--- src/rtl/pcs_tx_idle_pkg.sv ---
// rtl/pcs_tx_idle_pkg.sv - XAUI PHY shared character constants, column classes and PRBS step
package pcs_tx_idle_pkg;

    // XGMII / 8b10b special characters
    localparam logic [7:0] CH_I = 8'h07;
    localparam logic [7:0] CH_S = 8'hFB;
    localparam logic [7:0] CH_T = 8'hFD;
    localparam logic [7:0] CH_E = 8'hFE;
    localparam logic [7:0] CH_Q = 8'h9C;
    localparam logic [7:0] CH_K = 8'hBC;
    localparam logic [7:0] CH_R = 8'h1C;
    localparam logic [7:0] CH_A = 8'h7C;

    // Class of the previously transmitted column; shared with the receive side
    typedef enum logic [1:0] {
        CLS_A       = 2'd0,
        CLS_T       = 2'd1,
        CLS_DATA    = 2'd2,
        CLS_IDLE_KR = 2'd3
    } col_class_t;

    localparam logic [6:0] PRBS_SEED = 7'h7F;

    // x^7 + x^6 + 1, shifting towards the MSB
    function automatic logic [6:0] prbs_next(input logic [6:0] s);
        return {s[5:0], s[6] ^ s[5]};
    endfunction

endpackage

--- src/rtl/pcs_tx_col.sv ---
// rtl/pcs_tx_col.sv - combinational encoder for one XGMII column
//
// Ports:
//   txd, txc        : four lanes of XGMII data and control flags (lane n = txd[8n+7:8n])
//   prbs_in         : idle PRBS state seen by this column
//   a_cnt_in        : ||A|| spacing counter seen by this column
//   cls_in          : class of the preceding column
//   enc, charisk    : encoded lane bytes and K flags
//   prbs_out, a_cnt_out, cls_out : state handed to the following column
module pcs_tx_col
    import pcs_tx_idle_pkg::*;
(
    input  logic [31:0] txd,
    input  logic [3:0]  txc,
    input  logic [6:0]  prbs_in,
    input  logic [4:0]  a_cnt_in,
    input  logic [1:0]  cls_in,
    output logic [31:0] enc,
    output logic [3:0]  charisk,
    output logic [6:0]  prbs_out,
    output logic [4:0]  a_cnt_out,
    output logic [1:0]  cls_out
);

    logic       is_idle;
    logic       has_t;
    logic       seen_t;
    logic [7:0] b;
    logic [7:0] code;

    always_comb begin
        is_idle   = 1'b1;
        has_t     = 1'b0;
        seen_t    = 1'b0;
        b         = 8'h00;
        code      = CH_K;
        enc       = 32'h0;
        charisk   = 4'h0;
        prbs_out  = prbs_next(prbs_in);
        a_cnt_out = (a_cnt_in == 5'd0) ? 5'd0 : a_cnt_in - 5'd1;
        cls_out   = CLS_DATA;

        for (int i = 0; i < 4; i++) begin
            b = txd[8*i +: 8];
            if (!(txc[i] && b == CH_I)) is_idle = 1'b0;
            if (txc[i] && b == CH_T)    has_t   = 1'b1;
        end

        if (is_idle) begin
            // ||A|| priority; never two in a row since cls_in carries across the cycle boundary
            if (a_cnt_in == 5'd0 && cls_in != CLS_A) begin
                code      = CH_A;
                a_cnt_out = {1'b1, prbs_in[3:0]};
                cls_out   = CLS_A;
            end else if (cls_in == CLS_T || cls_in == CLS_DATA) begin
                code    = CH_K;
                cls_out = CLS_IDLE_KR;
            end else begin
                code    = prbs_in[0] ? CH_R : CH_K;
                cls_out = CLS_IDLE_KR;
            end
            enc     = {4{code}};
            charisk = 4'hF;
        end else begin
            cls_out = has_t ? CLS_T : CLS_DATA;
            for (int i = 0; i < 4; i++) begin
                b = txd[8*i +: 8];
                if (!txc[i]) begin
                    enc[8*i +: 8] = b;
                    charisk[i]    = 1'b0;
                end else if (b == CH_T) begin
                    enc[8*i +: 8] = b;
                    charisk[i]    = 1'b1;
                    seen_t        = 1'b1;
                end else if (b == CH_S || b == CH_E || b == CH_Q) begin
                    enc[8*i +: 8] = b;
                    charisk[i]    = 1'b1;
                end else if (b == CH_I && seen_t) begin
                    // idle trailing a terminate becomes /K/
                    enc[8*i +: 8] = CH_K;
                    charisk[i]    = 1'b1;
                end else begin
                    enc[8*i +: 8] = CH_E;
                    charisk[i]    = 1'b1;
                end
            end
        end
    end

endmodule

--- src/rtl/pcs_tx_idle.sv ---
// rtl/pcs_tx_idle.sv - XGMII to 8b10b-encoder transmit idle/control translation, two columns per clk
//
// Ports:
//   clk        : transmit clock
//   reset      : asynchronous active-high reset
//   xgmii_txd  : 64-bit XGMII data, column 0 in [31:0], column 1 in [63:32]
//   xgmii_txc  : XGMII control flags, bit 4c+n for lane n of column c
//   txdata     : encoder data, lane n in [16n+15:16n], column 0 in the low byte
//   txcharisk  : K flags, bit 2n+c for lane n of column c
module pcs_tx_idle
    import pcs_tx_idle_pkg::*;
(
    input  logic        clk,
    input  logic        reset,
    input  logic [63:0] xgmii_txd,
    input  logic [7:0]  xgmii_txc,
    output logic [63:0] txdata,
    output logic [7:0]  txcharisk
);

    logic [6:0]  prbs_q;
    logic [4:0]  a_cnt_q;
    logic [1:0]  cls_q;

    logic [31:0] enc0, enc1;
    logic [3:0]  k0, k1;
    logic [6:0]  prbs0, prbs1;
    logic [4:0]  a_cnt0, a_cnt1;
    logic [1:0]  cls0, cls1;
    logic [63:0] txdata_d;
    logic [7:0]  txcharisk_d;

    pcs_tx_col u_col0 (
        .txd       (xgmii_txd[31:0]),
        .txc       (xgmii_txc[3:0]),
        .prbs_in   (prbs_q),
        .a_cnt_in  (a_cnt_q),
        .cls_in    (cls_q),
        .enc       (enc0),
        .charisk   (k0),
        .prbs_out  (prbs0),
        .a_cnt_out (a_cnt0),
        .cls_out   (cls0)
    );

    // Column 1 sees column 0's updated state within the same cycle
    pcs_tx_col u_col1 (
        .txd       (xgmii_txd[63:32]),
        .txc       (xgmii_txc[7:4]),
        .prbs_in   (prbs0),
        .a_cnt_in  (a_cnt0),
        .cls_in    (cls0),
        .enc       (enc1),
        .charisk   (k1),
        .prbs_out  (prbs1),
        .a_cnt_out (a_cnt1),
        .cls_out   (cls1)
    );

    always_comb begin
        txdata_d    = 64'h0;
        txcharisk_d = 8'h0;
        for (int n = 0; n < 4; n++) begin
            txdata_d[16*n +: 16]  = {enc1[8*n +: 8], enc0[8*n +: 8]};
            txcharisk_d[2*n]      = k0[n];
            txcharisk_d[2*n + 1]  = k1[n];
        end
    end

    always_ff @(posedge clk or posedge reset) begin
        if (reset) begin
            prbs_q    <= PRBS_SEED;
            a_cnt_q   <= 5'd0;
            cls_q     <= CLS_IDLE_KR;
            txdata    <= {8{CH_K}};
            txcharisk <= 8'hFF;
        end else begin
            prbs_q    <= prbs1;
            a_cnt_q   <= a_cnt1;
            cls_q     <= cls1;
            txdata    <= txdata_d;
            txcharisk <= txcharisk_d;
        end
    end

endmodule

--- config.mk ---
export PLATFORM = sky130hd
export DESIGN_NAME = pcs_tx_idle
export DESIGN_NICKNAME = d
export VERILOG_FILES = /design/src/rtl/pcs_tx_idle_pkg.sv /design/src/rtl/pcs_tx_col.sv /design/src/rtl/pcs_tx_idle.sv
export SDC_FILE = /design/constraint.sdc
export NUM_CORES = 1
export LEC_CHECK = 0
export BUFFER_PORTS_ARGS = -buffer_cell sky130_fd_sc_hd__buf_4
export CAP_MARGIN = 20
export CORE_ASPECT_RATIO = 1.25
export CORE_MARGIN = 1
export CORE_UTILIZATION = 41
export CTS_CLUSTER_SIZE = 12
export DETAILED_ROUTE_END_ITERATION = 8
export GPL_TIMING_DRIVEN = 1
export PLACE_DENSITY_LB_ADDON = 0.08
export SYNTH_ARGS = -nofsm -noshare
export SYNTH_HDL_FRONTEND = slang
export SYNTH_SLANG_ARGS = --single-unit
--- constraint.sdc ---
create_clock -name clk -period 2.55 [get_ports clk]
set_clock_uncertainty 0.05 [all_clocks]
set_input_delay 0.255 -clock clk [delete_from_list [all_inputs] [get_ports clk]]
set_output_delay 0.255 -clock clk [all_outputs]
set_load 0.05 [all_outputs]
Yosys cells after proc, flatten, opt, wreduce, memory -nomap -nowiden
Cells that the tools add are included.
{"block": "classes", "n_addsub": 2, "n_eq_ne": 44, "n_mux": 94, "bitwise": 2, "reduce_logical": 46}
{"operator": "$eq 8x8->1 const B", "count": 32}
{"operator": "$mux 8", "count": 30}
{"operator": "$eq 8x3->1 const B", "count": 8}
{"operator": "$mux 32", "count": 2}
{"operator": "$mux 1", "count": 42}
{"operator": "$mux 7", "count": 6}
{"operator": "$mux 5", "count": 6}
{"operator": "$logic_and 1x1->1", "count": 24}
{"operator": "$logic_or 1x1->1", "count": 18}
{"operator": "$mux 2", "count": 6}
{"operator": "$logic_not 5->1", "count": 2}
{"operator": "$sub 5x1->5 const B", "count": 2}
{"operator": "$mux 4", "count": 2}
{"operator": "$eq 2x1->1 const B", "count": 2}
{"operator": "$eq 2x2->1 const B", "count": 2}
{"operator": "$reduce_bool 2->1", "count": 2}
{"operator": "$xor 1x1->1", "count": 2}
{"block": "totals", "ff_bits": 86, "inputBits": 74, "out_inout_bits": 72, "elab_cells": 193}

Longest topological paths before layout
Gate-level depths: netlist of the first run.
{"block": "depth", "depth_word": 19, "depth_mapped": 11, "ltp_nobuf": 11}

Cells and area by module
From an unflattened synthesis of the first run, not the netlist that was laid out.
{"block": "hier_totals", "cells_unflattened": 445, "hier_area_um2": 4398.0}
{"mod": "pcs_tx_idle", "instances": 1, "cells_each": 87, "area_each_um2": 2227.1}
{"mod": "pcs_tx_col at u_col0", "instances": 1, "cells_each": 186, "area_each_um2": 1142.3}
{"mod": "pcs_tx_col at u_col1", "instances": 1, "cells_each": 172, "area_each_um2": 1028.5}

Least setup slack after synthesis of the first run
OpenSTA, ideal clock, no wires.
{"block": "synth_path", "path_kind": "input -> register", "startpoint": "input port xgmii_txd[3]", "endpoint": "register a_cnt_q[3]", "setup_time_ps": 120, "arrival_ps": 2511, "required_ps": 2380, "path_slack_ps": -130, "path_stages": 9, "n_path_buf": 0, "cell_sequence": "or4b_1 -> or4_4 -> nor3_1 -> a31oi_1 -> ha_1 -> nand2_1 -> nor2_1 -> or2_0 -> a31o_1"}
{"block": "synth_between", "elab_chain_cells": 12}
{"element": "from (decl)", "line": "pcs_tx_idle.sv:15", "source": "input logic [63:0] xgmii_txd,"}
{"element": "branches (longest 11 deep; another with $sub 5x1->5)"}
{"element": "$mux 5 *", "line": "pcs_tx_col.sv:49", "source": "if (is_idle) begin"}
{"element": "named net a_cnt1[3]", "line": "pcs_tx_idle.sv:28", "source": "logic [4:0] a_cnt0, a_cnt1;"}
{"element": "to (signal assigned)", "line": "pcs_tx_idle.sv:79", "source": "a_cnt_q <= a_cnt1;"}
{"element": "to (decl)", "line": "pcs_tx_idle.sv:22", "source": "logic [4:0] a_cnt_q;"}
Mark *: on every way through the listed nets, which the timed path passes.

Final worst setup path of the first run
{"block": "layout_path", "startpoint": "input port xgmii_txd[3]", "endpoint": "register txdata[13]"}
{"block": "layout_between", "elab_chain_cells": 13}
{"element": "$eq 8x8->1", "line": "pcs_tx_col.sv:46", "source": "if (txc[i] && b == CH_T) has_t = 1'b1;"}
{"element": "$logic_and 1x1->1", "line": "pcs_tx_col.sv:46"}
{"element": "$mux 1 (4 in a row)", "line": "pcs_tx_col.sv:46"}
{"element": "$mux 2", "line": "pcs_tx_col.sv:65", "source": "cls_out = has_t ? CLS_T : CLS_DATA;"}
{"element": "$mux 2", "line": "pcs_tx_col.sv:49"}
{"element": "$eq 2x1->1 or $eq 2x2->1 (tied branches)", "line": "pcs_tx_col.sv:55", "source": "end else if (cls_in == CLS_T || cls_in == CLS_DATA) begin"}
{"element": "$logic_or 1x1->1", "line": "pcs_tx_col.sv:55"}
{"element": "$mux 8", "line": "pcs_tx_col.sv:55"}
{"element": "$mux 8 *", "line": "pcs_tx_col.sv:51", "source": "if (a_cnt_in == 5'd0 && cls_in != CLS_A) begin"}
{"element": "$mux 32 *", "line": "pcs_tx_col.sv:49"}
{"element": "named net enc1[5]", "line": "pcs_tx_idle.sv:25", "source": "logic [31:0] enc0, enc1;"}
{"element": "to (signal assigned)", "line": "pcs_tx_idle.sv:75", "source": "txdata <= {8{CH_K}};"}
{"element": "to (signal assigned)", "line": "pcs_tx_idle.sv:81", "source": "txdata <= txdata_d;"}
{"element": "to (decl)", "line": "pcs_tx_idle.sv:17", "source": "output logic [63:0] txdata,"}
The timed path passes the listed nets; every way through them passes the cells marked *.

==> metrics.csv, run 1 <==
metric,value,unit
status,"complete, no violations",
sequential area share after synthesis,53.4,%
RSZ-0062 raised after global routing,no,
Post-Place Cell Area,5650,um^2
mux contribution to synthesized area,0.961,%
crit-path cells,buf_4 -> or4b_1 -> or4_4 -> nor4_4 -> a21oi_2 -> ha_2 -> nor4b_4 -> buf_4 -> nor3_4 -> nor2_1,
Slew HR,54.7,%
Peak VDD IR,0.424,mV
Final min period,2.43,ns
clk slew on worst S/H paths,0.06,ns
first-pass GRT wire length,17.9,mm
PwrDens,660,nW/um^2
Synth top area share,36.0,%
layout cells sized above 1,46.4,%
number of fill cells,846,
syn nets,496,
WL final,11.3,mm
Ports,146,
Yosys reg bits,86,
leak pwr,2.72,nW
H-tree depth,3,
initial core utilization,42.7,%
"antenna viol nets, final",0,
syn avg cell area,9.94,um^2
largest net degree at the start of global routing,48,
placed cell count,713,
synthesized area,4170,um^2
die span in y,115,um
CTS Buf Count,9,
max_cap viols,0,
latest clock arrival within the worst-skew pair,0.33,ns
Final Setup Violations,0,
CTS tree,yes,
Buffers on Ports,145,
cell count after synthesis,419,
Pins Over Slew Limit,0,
GRT Util Overall,22.0,%
final worst-path cycle share,95.4,%
Commonest cells post-synth,"dfstp_2, nor2_1, a21oi_1, dfrtp_1, nand2_1",
worst hold path type,in -> reg,
vias in the first global route,3735,
gr ovfl total,0,
main combinational cell family by area after synthesis,simple AND/OR/NAND/NOR gates,
die area,10600,um^2
antenna diode count,0,
final hold violation count,0,
Final TNS setup,0,ns
antenna violations before repair,0,
Synth Flop Type,dfstp_2,
Simple-Gate Fraction of Synth Area,30.3,%
DR vias/cell,5.20,
Synth Area in Compound Gates,10.8,%
core area,9760,um^2
Crit. End Element,flip-flop,
Max Freq,411,MHz
Worst path max stage delay,0.54,ns
Root Buffer,clkbuf_16,
footprint of the multi-input gates,1890,um^2
Synth area leaders,"dfstp_2, dfrtp_1, nor2_1",
XOR/XNOR Fraction of Synth Area,1.47,%
HPWL after DPL,8.78,mm
crit path DAT,2.64,ns
Critical-path top delay cell,or4b_1,
final instance area,6000,um^2
worst-path fanout max,7,
# rows,40,
clk sinks,86,
Final Non-Filler Cells,732,
Most Frequent Cell on Critical Path,buf_4,
CP Launch Type,input port,
WL/cell,15.5,um
"count leader, synth",dfstp_2,
die width,92.2,um
ys async rst share,100,%
CP Class,in -> reg,
Final Util,61.5,%
actual slew at the worst max-slew pin,0.679,ns
residual DRC count,0,
via count,3810,
DR iter-0 viols,125,
unique cell type count in the Yosys netlist,51,
leading area contributor after synthesis,dfstp_2,
drt first pass iters,5,
adder-cell share of the synthesized area,0.901,%
Clock Path Buffers,2,
Nets,678,
Worst EP required,2.76,ns
number of flops mapped to enable cells by yosys,0,
Pwr Total,3.96,mW
P&R area growth vs syn,44.1,%
Syn. warnings,0,
routability cong.,0.859,
register area,2220,um^2
worst paths after layout:
| path | from | end | slack, ns | depth (start not counted) |
|---|---|---|---|---|
| min in group asynchronous | reset | txdata[24]$_DFF_PP0_ | 0.52 | 3 |
| hold / removal | xgmii_txc[0] | txcharisk[0]$_DFF_PP1_ | 0.02 | 1 |
| setup / recovery | xgmii_txd[3] | txdata[13]$_DFF_PP1_ | 0.12 | 10 |
| max in group asynchronous | reset | txdata[59]$_DFF_PP1_ | 1.20 | 4 |
| setup reg to reg | a_cnt_q[1]$_DFF_PP0_ | txdata[13]$_DFF_PP1_ | 0.24 | 11 |
| hold reg to reg | prbs_q[3]$_DFF_PP1_ | prbs_q[5]$_DFF_PP1_ | 0.32 | 0 |
cell usage in the layout, fill, tap and decap left out, types with 3 or more instances in the layout:
cell type	count
xor2_1	4
o21bai_1	3
inv_1	13
o21ai_0	11
nand2_1	28
and3_1	4
and2_1	4
nand2b_1	19
nor4_1	5
buf_4	178
mux2i_1	4
nor2b_1	6
a22oi_1	3
o21a_1	3
nor4b_1	8
a21o_1	3
nand4b_1	4
or3_1	8
nor3b_1	4
or2_2	21
nand4_1	9
nor2_1	49
nor4bb_1	4
nand3_1	24
dfstp_2	57
clkbuf_16	9
a31oi_1	5
nor3_1	13
o31ai_1	3
xnor2_1	3
a21oi_1	28
dfrtp_1	29
per-layer routing:
metal / track usage (%) / vias up / share of wire [%]
met5: 0 / - / 0
met4: 5.63 / 0 / 1.1
met3: 5.91 / 12 / 6.4
met2: 40.2 / 132 / 53
met1: 25.2 / 1807 / 40
li1: - / 1859 / -
through the flow:
stage / worst slack, ns / hold slack (ns)
floorplan: 0.0107 / 0.283
global placement: -0.117 / 0.311
detailed placement: -0.155 / 0.315
CTS: 0.0758 / 0.00523
global route: 0.0239 / 0.00863
finish: 0.117 / 0.0237
worst max-delay path, delay by kind of cell:
kind | cells | cell delay, ns
AOI/OAI and AO/OA | 1 | 0.10
buffers and inverters | 2 | 0.31
and+or+nand+nor | 6 | 1.77
adders and majority gates | 1 | 0.21
power breakdown:
group,switching (mW),internal (mW),total (mW)
Combinational,0.651,0.487,1.14
Sequential,0.0291,1.47,1.50
Clock,0.508,0.813,1.32
Total,1.19,2.77,3.96
layout make-up:
cell class                 instances  share of cell area, %
clock inverter                     3                  0.730
multi-input combinational        309                   31.4
clock buffer                      13                   4.34
tap                              126                   2.63
timing repair buffer             181                   22.9
sequential                        86                   37.0
inverter                          14                  0.896
flip-flops by register name, summed over array words and instances, names as in the netlist:
name and flops:
txdata 64, txcharisk 8, cls_q 2, a_cnt_q 5
prbs_q 7
timing repair:
action                                  CTS  global route
endpoints found under the setup margin    1            13
hold buffers                              1             1
endpoints found under the hold margin    17             1
buffers inserted                          0             1
pin swaps                                 0             2
resized for setup                         1             2
kinds of logic after synthesis:
kind of cell | after synthesis
fa+ha+maj | 3
compound gates | 72
flops | 86
buf+inv | 24
simple gates | 223
xor+xnor | 7
mux | 4
Power figures use the tool's default switching activity.
==> inputs of run 2 (changes only) <==
--- a/config.mk
+++ b/config.mk
@@ -10,6 +10,7 @@
 export CORE_ASPECT_RATIO = 1.25
 export CORE_MARGIN = 1
 export CORE_UTILIZATION = 41
+export CTS_BUF_LIST = sky130_fd_sc_hd__clkbuf_8
 export CTS_CLUSTER_SIZE = 12
 export DETAILED_ROUTE_END_ITERATION = 8
 export GPL_TIMING_DRIVEN = 1
==> run 2 against run 1 <==
Against the previous run: final area rose by 0.15%; combinational power rose by 4%; cell count rose by 1.5%; power fell by 7.8%; worst setup slack improved by 0.034 ns; global-route usage rose by 0.089 points; sequential share of layout area fell by 0.054 points; critical path type unchanged; largest cell class unchanged; highest routed layer unchanged.
==> metrics.csv, run 2 (synthesized netlist as in run 1, its figures left out) <==
metric,value,unit,change
status,"complete, no violations",,
CTS tree,yes,,
via count,3897,,+2.3%
initial core utilization,42.7,%,unchanged
GRT Util Overall,22.0,%,+0.089 points
RSZ-0062 raised after global routing,no,,
CP Launch Type,input port,,
Final Util,61.6,%,+0.090 points
drt first pass iters,4,,-1
final instance area,6010,um^2,+0.15%
Peak VDD IR,0.341,mV,-20%
register area,2220,um^2,unchanged
crit-path cells,buf_4 -> or4b_1 -> or4_4 -> nor4_4 -> a21oi_2 -> ha_2 -> nor4b_4 -> buf_4 -> nor3_4 -> nor2_1,,
latest clock arrival within the worst-skew pair,0.36,ns,+0.03 ns
highest metal used,met4,,
most frequent cells in the layout,"buf_4, dfstp_2, nor2_1",,
M1 WL,4.52,mm,+0.22%
DR iter-0 viols,121,,-3.2%
Top reg by flops,txdata,,
vias in the first global route,3804,,+1.8%
combinational share of power,32.5,%,+3.7 points
hold-critical path depth,2,,+1
metal2 WL,5.98,mm,+0.22%
number of fill cells,847,,+0.12%
Flop pwr share,41.0,%,+3.1 points
gr ovfl total,0,,unchanged
first-pass GRT wire length,17.9,mm,+0.15%
Post-Place Cell Area,5650,um^2,unchanged
Clk pwr share,26.5,%,-6.9 points
Final min period,2.40,ns,-0.0339 ns
WL final,11.4,mm,+1.0%
CP Class,in -> reg,,
die area,10600,um^2,unchanged
"most common cell after layout, fill and taps aside",buf_4,,
clk sinks,86,,unchanged
max_cap viols,0,,unchanged
Switch Pwr,1.16,mW,-2.5%
Switching Fraction,31.7,%,+1.7 points
core area,9760,um^2,unchanged
Worst path max stage delay,0.54,ns,about the same
antenna violations before repair,0,,unchanged
footprint of the multi-input gates,1890,um^2,unchanged
worst hold slack,0.0522,ns,+0.0285 ns
clk slew on worst S/H paths,0.09,ns,+0.03 ns
Nets,689,,+1.6%
internal power,2.49,mW,-10%
actual slew at the worst max-slew pin,0.679,ns,+0.000412 ns
die width,92.2,um,unchanged
largest net degree at the start of global routing,48,,unchanged
DR vias/cell,5.24,,+0.77%
Most Frequent Cell on Critical Path,buf_4,,
Critical-path top delay cell,or4b_1,,
Largest register FFs,64,,unchanged
Pins Over Slew Limit,0,,unchanged
worst hold path type,in -> reg,,
H-tree depth,3,,unchanged
routability cong.,0.859,,unchanged
Worst EP required,2.79,ns,+0.03 ns
Final WS setup,0.151,ns,+0.0339 ns
HPWL after DPL,8.78,mm,unchanged
Ports,146,,unchanged
crit path DAT,2.64,ns,about the same
Root Buffer,clkbuf_8,,
WP depth,10,,unchanged
layout cells sized above 1,46.4,%,about the same
CTS Buf Count,9,,unchanged
antenna diode count,0,,unchanged
Buffers on Ports,145,,unchanged
Crit. End Element,flip-flop,,
Max Freq,417,MHz,+1.4%
PwrDens,607,nW/um^2,-7.9%
# rows,40,,unchanged
Worst R2R Path Depth,10,,-1
Final Setup Violations,0,,unchanged
largest registers,"txdata: 64 flops, txcharisk: 8 flops, prbs_q: 7 flops",,
WL/cell,15.4,um,-0.47%
metal3 WL,742,um,+2.1%
Slew HR,54.7,%,about the same
final worst-path cycle share,94.1,%,-1.3 points
Clock Path Buffers,2,,unchanged
residual DRC count,0,,unchanged
leak pwr,2.75,nW,+1.1%
worst-path fanout max,7,,unchanged
DP Worst Slack,-0.155,ns,unchanged
CP bufs+invs,2,,unchanged
P&R area growth vs syn,44.3,%,
"antenna viol nets, final",0,,unchanged
"Largest delay share family, worst path",simple AND/OR/NAND/NOR gates,,
die span in y,115,um,unchanged
final hold violation count,0,,unchanged
==> run 2: path summary, 6_finish.rpt <==
kind	start	to	slack [ns]
setup / recovery	xgmii_txd[3]	txdata[13]$_DFF_PP1_	0.15
min in group asynchronous	reset	txdata[25]$_DFF_PP0_	0.49
setup reg to reg	a_cnt_q[1]$_DFF_PP0_	a_cnt_q[0]$_DFF_PP0_	0.23
hold / removal	xgmii_txd[3]	txdata[3]$_DFF_PP1_	0.05
max in group asynchronous	reset	txdata[43]$_DFF_PP1_	1.23
hold reg to reg	prbs_q[3]$_DFF_PP1_	prbs_q[5]$_DFF_PP1_	0.32
==> run 2: worst register-to-register path, delay by kind of cell (launching register included) <==
family / cells / cell delay [ns]
adders and majority gates: 2 / 0.38
AOI/OAI and AO/OA: 2 / 0.32
DFF: 1 / 0.39
buffers and inverters: 2 / 0.27
and+or+nand+nor: 4 / 0.81
==> run 2: layer usage <==
layer,track usage [%],vias to the layer above
met1,24.9,1854
met5,0,-
met4,8.54,0
met3,5.31,13
li1,-,1878
met2,39.9,152
==> run 2: per-stage QoR <==
stage	instances	total power, mW	TNS [ns]
after global placement	713	2.58	-0.931
after floorplan	419	2.16	0
final	743	3.65	0
after CTS	736	3.61	0
after detailed placement	713	2.59	-1.40
after global routing	743	3.87	0
==> run 2: layout make-up <==
type	count	area share, %
Sequential cell	86	37.0
Clock inverter	5	0.853
Clock buffer	11	2.52
Multi-Input combinational cell	309	31.4
Inverter	14	0.895
Tap cell	126	2.62
Timing Repair Buffer	192	24.7
==> run 2: what timing repair did <==
action	CTS	global route
pin swaps	0	4
hold endpoints to repair	23	1
buffers inserted	0	6
hold buffers	7	1
gates resized for setup	1	6
endpoints found under the setup margin	1	13
==> run 2: power groups by stage <==
stage | sequential, mW | clock [mW] | combinational, mW
after floorplan | 1.75 | 0 | 0.406
after global placement | 1.52 | 0 | 1.06
after detailed placement | 1.52 | 0 | 1.07
after CTS | 1.50 | 1.00 | 1.11
after global routing | 1.50 | 1.07 | 1.30
final | 1.50 | 0.966 | 1.19
